`config.mk`:
```
export PLATFORM = sky130hd
export DESIGN_NAME = mpt_req_arbiter
export DESIGN_NICKNAME = d
export VERILOG_FILES = /design/src/rtl/mpt_pkg.sv /design/src/rtl/mpt_rr_picker.sv /design/src/rtl/mpt_req_arbiter.sv
export SDC_FILE = /design/constraint.sdc
export NUM_CORES = 1
export LEC_CHECK = 0
export CELL_PAD_IN_SITES_DETAIL_PLACEMENT = 1
export CELL_PAD_IN_SITES_GLOBAL_PLACEMENT = 1
export CORE_MARGIN = 2
export CORE_UTILIZATION = 21
export DETAILED_ROUTE_END_ITERATION = 12
export GPL_TIMING_DRIVEN = 0
export PLACE_DENSITY_LB_ADDON = 0.1
export SYNTH_ARGS = -nofsm -noshare
export SYNTH_HDL_FRONTEND = slang
export SYNTH_SLANG_ARGS = --single-unit
```
`constraint.sdc`:
```
create_clock -name clk_i -period 2.2 [get_ports clk_i]
set_input_delay 0.33 -clock clk_i [delete_from_list [all_inputs] [get_ports clk_i]]
set_output_delay 0.33 -clock clk_i [all_outputs]
set_load 0.01 [all_outputs]
```
`src/rtl/mpt_pkg.sv`:
```
// Shared MPT types and constants for the request arbiter slice.
//   arb_state_e     : arbiter output-register state (empty / holding a word).
//   mpt_req_id_t    : requester index, sized for the largest supported arbiter.
//   MPT_ARB_MAX_REQ : upper bound on requester ports of any arbiter instance.
package mpt_pkg;

  localparam int unsigned MPT_ARB_MAX_REQ  = 16;
  localparam int unsigned MPT_ARB_ID_WIDTH = $clog2(MPT_ARB_MAX_REQ);

  typedef logic [MPT_ARB_ID_WIDTH-1:0] mpt_req_id_t;

  typedef enum logic {
    ARB_IDLE,
    ARB_HOLD
  } arb_state_e;

endpackage

```
`src/rtl/mpt_rr_picker.sv`:
```
// Combinational round-robin picker.
// Returns the first set bit of valid_i, searching upward from ptr_i and wrapping
// back to bit 0.
//   valid_i  : request vector, NUM_REQ bits
//   ptr_i    : index with highest priority this cycle
//   winner_o : selected index (0 when nothing is found)
//   found_o  : high when any bit of valid_i is set
module mpt_rr_picker
  import mpt_pkg::*;
#(
  parameter int unsigned NUM_REQ = 4
) (
  input  logic [NUM_REQ-1:0] valid_i,
  input  mpt_req_id_t        ptr_i,
  output mpt_req_id_t        winner_o,
  output logic               found_o
);

  // Two passes instead of a modulo index: first the bits at or above the
  // pointer, then the wrapped-around bits below it.
  always_comb begin
    winner_o = '0;
    found_o  = 1'b0;
    for (int k = 0; k < int'(NUM_REQ); k++) begin
      if (!found_o && valid_i[k] && (k >= int'(ptr_i))) begin
        found_o  = 1'b1;
        winner_o = MPT_ARB_ID_WIDTH'(k);
      end
    end
    for (int k = 0; k < int'(NUM_REQ); k++) begin
      if (!found_o && valid_i[k] && (k < int'(ptr_i))) begin
        found_o  = 1'b1;
        winner_o = MPT_ARB_ID_WIDTH'(k);
      end
    end
  end

endmodule

```
`src/rtl/mpt_req_arbiter.sv`:
```
// Round-robin arbiter sharing the MPT pipeline fetch port among NUM_REQ
// requesters. The winning word is registered with its requester ID and held
// until the pipeline takes it. An outstanding-credit counter bounds the
// in-flight transactions; completions are routed back one-hot by ID.
//
// Ports:
//   clk_i, rst_i         : clock, asynchronous active-high reset
//   enable_i             : allows new grants (a held word is always presented)
//   req_valid_i/data_i   : per-requester request; requester k in slice k
//   req_ready_o          : one-hot grant, combinational, in the accept cycle
//   pipe_valid_o/data_o/id_o, pipe_ready_i : registered pipeline-side handshake
//   cpl_valid_i, cpl_id_i: completion from the pipeline tail
//   cpl_valid_o          : completion demultiplexed to the issuing requester
//   outstanding_o        : transactions handed to the pipeline, not completed
//   busy_o               : word held or transactions outstanding
//
// Build option MPT_ARB_PERF_CNT_EN adds perf_grant_cnt_o (32-bit grant counter
// per requester) and perf_stall_cnt_o (cycles held without pipe_ready_i).
module mpt_req_arbiter
  import mpt_pkg::*;
#(
  parameter  int unsigned NUM_REQ         = 4,
  parameter  int unsigned DATA_WIDTH      = 32,
  parameter  int unsigned MAX_OUTSTANDING = 4,
  localparam int unsigned ID_WIDTH        = $clog2(NUM_REQ),
  localparam int unsigned CNT_WIDTH       = $clog2(MAX_OUTSTANDING + 1)
) (
  input  logic                          clk_i,
  input  logic                          rst_i,
  input  logic                          enable_i,
  input  logic [NUM_REQ-1:0]            req_valid_i,
  input  logic [NUM_REQ*DATA_WIDTH-1:0] req_data_i,
  output logic [NUM_REQ-1:0]            req_ready_o,
  output logic                          pipe_valid_o,
  output logic [DATA_WIDTH-1:0]         pipe_data_o,
  output logic [ID_WIDTH-1:0]           pipe_id_o,
  input  logic                          pipe_ready_i,
  input  logic                          cpl_valid_i,
  input  logic [ID_WIDTH-1:0]           cpl_id_i,
  output logic [NUM_REQ-1:0]            cpl_valid_o,
  output logic [CNT_WIDTH-1:0]          outstanding_o,
  output logic                          busy_o
`ifdef MPT_ARB_PERF_CNT_EN
  ,
  output logic [NUM_REQ*32-1:0]         perf_grant_cnt_o,
  output logic [31:0]                   perf_stall_cnt_o
`endif
);

  arb_state_e             state_q;
  logic [DATA_WIDTH-1:0]  data_q;
  logic [ID_WIDTH-1:0]    id_q;
  logic [ID_WIDTH-1:0]    ptr_q;
  logic [CNT_WIDTH-1:0]   out_q, out_d;

  mpt_req_id_t            ptr_ext;
  mpt_req_id_t            winner;
  logic                   found;
  logic                   handshake;
  logic [31:0]            committed;
  logic                   credit_ok;
  logic                   accept;
  logic                   cpl_dec;
  logic [DATA_WIDTH-1:0]  win_data;

  assign ptr_ext = MPT_ARB_ID_WIDTH'(ptr_q);

  mpt_rr_picker #(
    .NUM_REQ (NUM_REQ)
  ) u_picker (
    .valid_i  (req_valid_i),
    .ptr_i    (ptr_ext),
    .winner_o (winner),
    .found_o  (found)
  );

  assign handshake = (state_q == ARB_HOLD) && pipe_ready_i;

  // A held word will consume a credit once it is taken, so it counts as
  // committed whether or not the handshake happens this cycle.
  assign committed = 32'(out_q) + 32'(state_q == ARB_HOLD);
  assign credit_ok = committed < MAX_OUTSTANDING;
  assign accept    = enable_i && found && credit_ok &&
                     ((state_q == ARB_IDLE) || handshake);

  // Completions arriving with nothing outstanding are dropped for counting.
  assign cpl_dec = cpl_valid_i && (out_q != '0);

  always_comb begin
    win_data    = '0;
    req_ready_o = '0;
    cpl_valid_o = '0;
    for (int k = 0; k < int'(NUM_REQ); k++) begin
      if (int'(winner) == k) begin
        win_data = req_data_i[k*DATA_WIDTH +: DATA_WIDTH];
      end
      // Gated by rst_i so grants and completions stay quiet during reset.
      req_ready_o[k] = accept && !rst_i && (int'(winner) == k);
      // IDs at or above NUM_REQ match no k and route nowhere.
      cpl_valid_o[k] = cpl_valid_i && !rst_i && (int'(cpl_id_i) == k);
    end
  end

  always_comb begin
    out_d = out_q;
    if (handshake && !cpl_dec) begin
      if (32'(out_q) < MAX_OUTSTANDING) begin
        out_d = out_q + CNT_WIDTH'(1);
      end
    end else if (!handshake && cpl_dec) begin
      out_d = out_q - CNT_WIDTH'(1);
    end
  end

  always_ff @(posedge clk_i or posedge rst_i) begin
    if (rst_i) begin
      state_q <= ARB_IDLE;
      data_q  <= '0;
      id_q    <= '0;
      ptr_q   <= '0;
      out_q   <= '0;
    end else begin
      out_q <= out_d;
      case (state_q)
        ARB_IDLE: begin
          if (accept) begin
            state_q <= ARB_HOLD;
            data_q  <= win_data;
            id_q    <= ID_WIDTH'(winner);
            ptr_q   <= ID_WIDTH'((32'(winner) + 32'd1) % NUM_REQ);
          end
        end
        ARB_HOLD: begin
          // accept here implies handshake: reload for back-to-back issue.
          if (accept) begin
            data_q <= win_data;
            id_q   <= ID_WIDTH'(winner);
            ptr_q  <= ID_WIDTH'((32'(winner) + 32'd1) % NUM_REQ);
          end else if (handshake) begin
            state_q <= ARB_IDLE;
          end
        end
        default: state_q <= ARB_IDLE;
      endcase
    end
  end

  assign pipe_valid_o  = (state_q == ARB_HOLD);
  assign pipe_data_o   = data_q;
  assign pipe_id_o     = id_q;
  assign outstanding_o = out_q;
  assign busy_o        = pipe_valid_o || (out_q != '0);

`ifdef MPT_ARB_PERF_CNT_EN
  logic [31:0] grant_cnt_q [NUM_REQ];
  logic [31:0] stall_cnt_q;

  always_ff @(posedge clk_i or posedge rst_i) begin
    if (rst_i) begin
      for (int k = 0; k < int'(NUM_REQ); k++) begin
        grant_cnt_q[k] <= '0;
      end
      stall_cnt_q <= '0;
    end else begin
      for (int k = 0; k < int'(NUM_REQ); k++) begin
        if (accept && (int'(winner) == k)) begin
          grant_cnt_q[k] <= grant_cnt_q[k] + 32'd1;
        end
      end
      if ((state_q == ARB_HOLD) && !pipe_ready_i) begin
        stall_cnt_q <= stall_cnt_q + 32'd1;
      end
    end
  end

  always_comb begin
    perf_grant_cnt_o = '0;
    for (int k = 0; k < int'(NUM_REQ); k++) begin
      perf_grant_cnt_o[k*32 +: 32] = grant_cnt_q[k];
    end
  end

  assign perf_stall_cnt_o = stall_cnt_q;
`endif

endmodule
```
==> results.md, run 1 <==
Worst setup path:
- The path depth of the worst reg2reg path is 11.
- The worst register-to-register path has a setup slack of 0.02 ns.
- The endpoint of the lowest-slack register-to-register path is pipe_data_o[29]$_DFFE_PP0P_.
- In this run the critical register-to-register path is launched from ptr_q[0]$_DFFE_PP0P_.
- The critical path class is register to primary output.
- The arrival time at the worst endpoint is 2.01 ns.
- Data on the critical path is required at its endpoint by 1.87 ns.
- The maximum fanout along the worst path is 10.
- STA classifies the critical path startpoint as a register.
- The worst setup path is captured at a primary output.

Drt:
- The first detailed-routing pass took 4 iterations.
- The antenna violation net count after detailed routing is 0.
- The remaining design rule violation count is 0.
- Dividing the detail-routed wire length by the instance count gives 18.6 µm.
- The starting DRC count in detailed routing is 112.
- The total routed wirelength is 13100 µm.
- Detailed routing inserted a total of 3397 vias.
- In the routed layout, each cell is associated on average with a via count of 4.85.

Outcome:
- The flow ran to the end, but the final reports show violations.
- The checks that failed: negative setup slack.

Layout:
- The filler-free cell count of the finished design is 701.
- The antenna cell count is 0.
- Cells fill 44.6% of the core in the end.
- The final net count is 677.
- The post-synthesis to final-layout area growth is 106%.
- The post-route netlist has 17.8% of its cells at a drive strength greater than 1.
- Counting the fill cells in the layout gives 1386.
- The post-layout instance area is 0.00539 mm².

Timing:
- The routed design could run at a clock period as short as 2.34 ns.
- The maximum clock skew at final layout is 0.00862 ns.
- For this run, the top clock speed supported by timing is 427 MHz.
- The total count of max-transition violations in the final report came to 0.
- In the post-route analysis, the smallest setup slack over all paths is -0.142 ns.
- Setup repair after global routing could not meet its margin everywhere.
- After routing, the total negative slack on setup checks comes to -0.378 ns.
- The worst-case headroom to the max-slew limit is 75.7%.
- Setup violations remaining at the end of the flow were counted as 3.
- At the pin with the least slew margin, the transition time is 0.364 ns.
- The number of failing hold endpoints at the final stage is 0.
- Of the available clock period, the critical path in the final layout requires 106%.

GRT:
- Entering global routing, the biggest net connects 29 pins.
- Global routing finished with a remaining overflow of 0.
- The first-pass GRT wire length is 19400 µm.
- The via count of the first global-routing pass was 3603.
- The initial antenna violation count is 0.
- Global routing consumed, over all layers together, 18.8% of the routing resources.

Synthesis:
- The most used flip-flop cell after synthesis is dfrtp_1.
- The number of synthesized flops with an enable pin is 0.
- Sequential cells were found to cover 38.3% of the synthesized design area.
- The area of the mapped netlist is 0.00262 mm².
- After synthesis, the cell types taking the most area are dfrtp_1 38%, nand2_1 12%, o221ai_1 7.7%.
- When the netlist entered floorplanning its net count stood at 466.
- The warning count from the yosys run is 0.
- The cell accounting for the most synthesized area is dfrtp_1.
- Counting every instance in the synthesized netlist gives 322.
- Ranked by instance count, the synthesized netlist is headed by 87 x nand2_1, 40 x dfrtp_1, 27 x o21ai_0, 26 x o211ai_1, 23 x o221ai_1.
- A synthesized cell averages 8.13 µm².
- Counting flops with an async set or reset pin after synthesis yields a share of 100%.
- The number of different library cells used by synthesis comes to 42.
- The register bit total from synthesis is 40.
- The synthesized design devotes to its leading area cell type 38.3% of total area.
- Yosys instantiated no cell more often than nand2_1.

Placement:
- The area after detailed placement is 0.00470 mm².
- The total instance count after detailed placement is 676.
- The HPWL after detailed placement is 9710 µm.
- The global placement routability congestion is 0.765.
- During placement, the flow inserted port buffers numbering 185.

Job:
- Max-cap violations in this run came to 0.

Hold path:
- The worst hold path was traced through 2 stages.
- For hold timing, the worst endpoint is pipe_data_o[18]$_DFFE_PP0P_.
- The beginning of the worst hold path is pipe_data_o[18]$_DFFE_PP0P_.
- The min-delay analysis places its worst path in the category register to register.

Pwr:
- The internal power summed over all cells is 3.65 mW.
- Power spread over the standard cell area amounts to 1150 mW/mm².
- The share of power burned in combinational logic is 66.0%.
- The net switching power is 2.54 mW.
- The reported leakage power is 2.16 nW.
- The clock network burns 12.6% of the power.
- The share of total power dissipated in sequential elements is 21.4%.
- The peak supply drop is 364 µV.
- The switching share of total power is 41.0%.

Die:
- The die height is 116 µm.
- The cell row count is 40.
- The total die area is 0.0134 mm².
- The core outline area is 0.0121 mm².
- The starting density of the core is 21.7%.
- The floorplan step set the die width to 116 µm.
- Pin placement for this block handled 186 I/O pins.

CTS:
- Clock-pin slew was measured on the worst setup and hold paths at 0.06 ns.
- The deepest clock path buffer count is 2.
- TritonCTS built the clock tree.
- At the later pin of the worst-skew pair, clock insertion delay measures 0.29 ns.
- CTS built an H-tree with a depth of 2.
- The clock sink count is 40.
- The root buffer cell chosen for the clock tree is clkbuf_16.
- The number of buffers added to fix hold violations after cts is 0.
- Counting the buffers created by CTS gives 5.
[cells in the final DEF, fill, tap and decap left out, drive strengths merged, types with 6 or more instances in the layout]
cell type	n
clkbuf	19
o31ai	10
o221ai	23
nand2	87
o211ai	27
dlygate4sd2	6
a221oi	10
buf	40
o21ai	27
dfrtp	40
clkdlybuf4s50	172
nor2	6
inv	6
o22ai	9
nor2b	7
[worst max-delay path by stage]
stage                          from              to  slack, ns  depth (start not counted)
2_1_floorplan        req_valid_i[2]  req_ready_o[1]      0.001                          7
3_3_place_gp         req_valid_i[1]  req_ready_o[1]      -1.54                          9
3_5_place_dp         req_valid_i[1]  req_ready_o[1]      -1.59                          9
4_1_cts              req_valid_i[2]  req_ready_o[0]      -0.15                         10
5_1_grt        ptr_q[0]$_DFFE_PP0P_  req_ready_o[3]      -0.22                          9
6_report       ptr_q[0]$_DFFE_PP0P_  req_ready_o[0]      -0.14                          9
[registers in the layout, indices dropped and copies added, names as in the netlist]
name,count
outstanding_o,3
pipe_data_o,32
pipe_id_o,2
pipe_valid_o,1
ptr_q,2
[cell families after synthesis]
| kind of cell | after synthesis | synth area share (%) |
|---|---|---|
| AOI/OAI and AO/OA | 118 | 32.3 |
| and+or+nand+nor | 122 | 20.5 |
| muxes | 1 | 0.430 |
| adders and majority gates | 5 | 2.68 |
| buffers and inverters | 36 | 5.88 |
| DFF | 40 | 38.3 |
[routing by layer]
| metal | vias to the layer above | global-route usage (%) | wire, µm | part of all wire (%) |
|---|---|---|---|---|
| met3 | 7 | 3.71 | 772 | 5.9 |
| met1 | 1654 | 23.7 | 5620 | 43 |
| met4 | 0 | 3.57 | 104 | 0.80 |
| met2 | 113 | 33.6 | 6560 | 50 |
| met5 | - | 0 | 0 | 0 |
| li1 | 1623 | - | - | - |
[layout make-up]
class | count | area [µm²] | area share, %
Timing Repair Buffer | 206 | 2030 | 37.8
Multi-Input combinational cell | 246 | 1640 | 30.5
Tap cell | 168 | 210 | 3.90
Buffer | 27 | 307 | 5.69
Clock buffer | 7 | 153 | 2.83
Inverter | 7 | 36.3 | 0.674
Sequential cell | 40 | 1000 | 18.6
[per-stage QoR]
stage | hold WS (ns) | setup WS, ns | total power [mW]
2_1_floorplan | 0.439 | 0.00143 | 3.07
3_3_place_gp | 0.462 | -1.54 | 4.59
3_5_place_dp | 0.466 | -1.59 | 4.69
4_1_cts | 0.480 | -0.152 | 6.02
5_1_grt | 0.503 | -0.216 | 6.69
6_report | 0.476 | -0.142 | 6.20
[power groups by stage]
stage               registers [mW]  clock network [mW]  logic (mW)
CTS                           1.33               0.805        3.89
detailed placement            1.32                   0        3.36
finish                        1.32               0.780        4.09
global placement              1.31                   0        3.28
floorplan                     1.43                   0        1.64
global route                  1.38               0.831        4.48
[worst max-delay path, stage by stage (launching register included)]
cell	delay (ns)
dfrtp_1	0.43
nor2b_2	0.08
buf_4	0.13
o32ai_2	0.19
buf_4	0.20
ha_4	0.14
buf_6	0.11
clkbuf_16	0.15
and3_4	0.18
buf_6	0.10
[repair_timing]
action,4_1_cts,5_1_grt
cloned,0,1
resized for setup,110,44
pin swaps,7,22
buffers inserted,15,5
endpoints found under the setup margin,42,39
hold endpoints to repair,0,0
(Power assumes the default switching activity.)
==> inputs of run 2 (changes only) <==
SLEW_MARGIN = 30   (was not set)
==> run 2 against run 1 <==
Effect of this change:
- the flow still finishes with violations (negative setup slack)
- critical path depth unchanged
- clock-buffer cell count did not move
- clock power is essentially flat
- critical path type unchanged
==> results.md, run 2 (synthesized netlist as in run 1, its figures left out) <==
Outcome:
- The run finished, with violations left.
- The final reports fail on negative setup slack.

CTS:
- Counting along the longest clock path gives a buffer depth of 2.
- The TritonCTS clock tree is yes.
- The number of buffers added to fix hold violations after cts is 0.
- The tree is rooted in a clkbuf_16.
- Counting every sink on the clock net gives 40.
- After clock tree synthesis, the clock-pin slew on the worst setup and hold paths is 0.06 ns.
- The TritonCTS buffer count is 5.
- The H-tree was split into 2 levels.
- The clock network latency to the later pin of the worst-skew pair is 0.29 ns.

Timing:
- Counting I/O delays and the setup requirement, the final critical path takes 2.29 ns.
- Derived from the worst setup path, the maximum achievable clock frequency is 437 MHz.
- The total count of max-transition violations in the final report is 0.
- The transition time of the tightest slew-check pin is 0.562 ns.
- Setup repair after global routing could not meet its margin everywhere.
- The worst path uses 104% of the clock period.
- The number of failing hold endpoints at the final stage was 0.
- Setup violations remaining at the end of the flow were counted as 3.
- The post-layout worst setup margin is -0.0893 ns.
- The worst-case headroom to the max-slew limit is 62.5%.
- Across the routed clock network, the largest skew measured is 0.00335 ns.

GRT:
- The aggregate global routing overflow is 0.
- The via count of the first global-routing pass came to 3680.
- The global routing usage summed across all routing layers is 18.5%.
- The initial antenna violation count is 0.
- Entering global routing, the biggest net connects 44 pins.
- The first global-routing pass estimated 19300 µm of wire.

Worst setup path:
- The endpoint of the lowest-slack register-to-register path is pipe_data_o[4]$_DFFE_PP0P_.
- The cell type of the slowest stage on the worst timing path is dfrtp_2.
- The critical path goes through nor2b_4, nor3b_2, o22ai_2, inv_2, ha_4, buf_6, clkbuf_16, and3_4, buf_6.
- The worst setup path is of the register to primary output kind.
- The path depth of the worst reg2reg path is 13.
- Counting stages on the worst path, the most repeated cell is buf_6.
- The buffers plus inverters on the worst setup path is 4.
- The maximum cell stage delay along the critical path is 0.46 ns.
- The worst register-to-register path begins at ptr_q[0]$_DFFE_PP0P_.
- The cell class contributing the biggest share of worst-path delay is buffers and inverters.
- The worst register-to-register path has a setup slack of 0.04 ns.
- For the worst setup path, the data required time is 1.87 ns.
- The critical path launch point type is a register.
- Of all nets on the critical path, the largest fanout is 5.
- The arrival time at the worst endpoint is 1.96 ns.
- The worst setup path is captured at a primary output.

Layout:
- The post-layout instance area is 0.00547 mm².
- The fraction of the core area covered by cells at the end of the flow is 45.3%.
- The count of filler cells inserted in the layout is 1401.
- For this run, the post-layout net count is 680.
- In the final layout, flip-flops and latches occupy 0.00100 mm².
- The post-synthesis to final-layout area growth is 109%.
- 0 antenna diodes ended up in the layout.
- Summing all multi-input logic gate instances after layout gives 0.00168 mm².
- The finished layout holds 704 standard cells, fillers aside.
- The share of layout cells above drive strength 1 is 19.6%.
- The library cells used most frequently in the layout, excluding fill and tap cells, are 173 x clkdlybuf4s50_1, 86 x nand2_1, 37 x dfrtp_1, 26 x o211ai_1, 22 x o21ai_1.
- The commonest non-fill, non-tap cell in the layout is clkdlybuf4s50_1.
- The register with the most flip-flops in the layout has 32 of them.

Drt:
- In the routed design, unresolved DRC markers number 0.
- The starting DRC count in detailed routing is 114.
- The average detailed-routed wire length per instance is 18.8 µm.
- The antenna violation net count after detailed routing is 0.
- The overall via count from detail_route is 3448.
- The first detailed-routing pass ran for 4 iterations.
- Dividing the detail-routed via count by the number of cells gives 4.90.
- The total routed wirelength is 13200 µm.

Placement:
- After detailed placement, the total cell area comes to 0.00468 mm².
- The HPWL after detailed placement is 9690 µm.
- The global placement routability congestion is 0.765.
- Timing analysis after detailed placement gives a worst setup slack of -1.57 ns.
- The total instance count after detailed placement is 675.
- The number of port buffers is 185.

Pwr:
- Power spread over the standard cell area amounts to 1190 mW/mm².
- The reported leakage power is 2.18 nW.
- The peak supply drop is 390 µV.

Die:
- In this run the count of I/O pins placed on the die edge is 186.
- The cell row count is 40.
- The die covers 0.0134 mm².
- For this configuration, the core starts out at a cell density of 21.7%.
- In this run the horizontal extent of the chip is 116 µm.
- The core outline area is 0.0121 mm².
- The die is 116 µm tall.

Job:
- Max-cap violations in this run came to 0.

Hold path:
- The type of the tightest min-delay check is input pin to register.
- The worst hold path passes through 4 cells.
- The end point of the worst hold path is pipe_valid_o$_DFF_PP0_.
- The startpoint identified for the worst hold timing path is req_valid_i[2].
==> run 2: how the worst max path moves through the flow <==
stage                          from        endpoint  depth (start not counted)
4_1_cts        ptr_q[0]$_DFFE_PP0P_  req_ready_o[1]                          9
3_5_place_dp         req_valid_i[1]  req_ready_o[1]                          9
3_3_place_gp         req_valid_i[1]  req_ready_o[1]                          9
5_1_grt        ptr_q[0]$_DFFE_PP0P_  req_ready_o[1]                          9
2_1_floorplan        req_valid_i[2]  req_ready_o[1]                          7
6_report       ptr_q[0]$_DFFE_PP0P_  req_ready_o[1]                          9
==> run 2: layout make-up <==
type | instances | share of cell area, %
plain buffers | 23 | 4.62
clock buffers | 7 | 2.79
inverters | 7 | 0.664
multi-input cells | 246 | 30.7
flip-flops and latches | 40 | 18.4
well taps | 168 | 3.85
repair buffers | 213 | 39.0
==> run 2: per-layer routing <==
| metal | share of wire, % | global-route usage (%) | vias up |
|---|---|---|---|
| li1 | - | - | 1636 |
| met1 | 42 | 22.5 | 1694 |
| met2 | 51 | 33.5 | 108 |
| met3 | 6.0 | 3.87 | 10 |
| met4 | 1.3 | 4.05 | 0 |
| met5 | 0 | 0 | - |
==> run 2: per-stage QoR <==
step                hold WS [ns]  total power [mW]  setup TNS, ns
global route               0.497              6.99          -1.32
global placement           0.462              4.59         -51.99
floorplan                  0.439              3.07              0
CTS                        0.480              6.00         -0.177
finish                     0.475              6.51         -0.145
detailed placement         0.466              4.69         -45.29
==> run 2: worst reg2reg max path, stage by stage (launching register included) <==
cell and delay (ns):
dfrtp_2 0.46, nor2b_4 0.16, nor2_2 0.06, o32ai_2 0.11, buf_4 0.20, inv_4 0.06
ha_4 0.18, buf_6 0.12, nor2_4 0.13, buf_12 0.15, clkbuf_16 0.14, o211ai_1 0.08
o221ai_1 0.08, o21ai_1 0.10
==> run 2: what timing repair did <==
item | in CTS | in global routing
buffers inserted | 20 | 5
endpoints found under the hold margin | 0 | 0
pin swaps | 6 | 22
gates resized for setup | 103 | 68
cloned | 0 | 3
endpoints found under the setup margin | 42 | 37
==> run 2: power breakdown <==
part           total [mW]  internal [mW]  switching [mW]
Combinational        4.36           2.33            2.04
Clock               0.781          0.477           0.305
Sequential           1.36           1.07           0.289
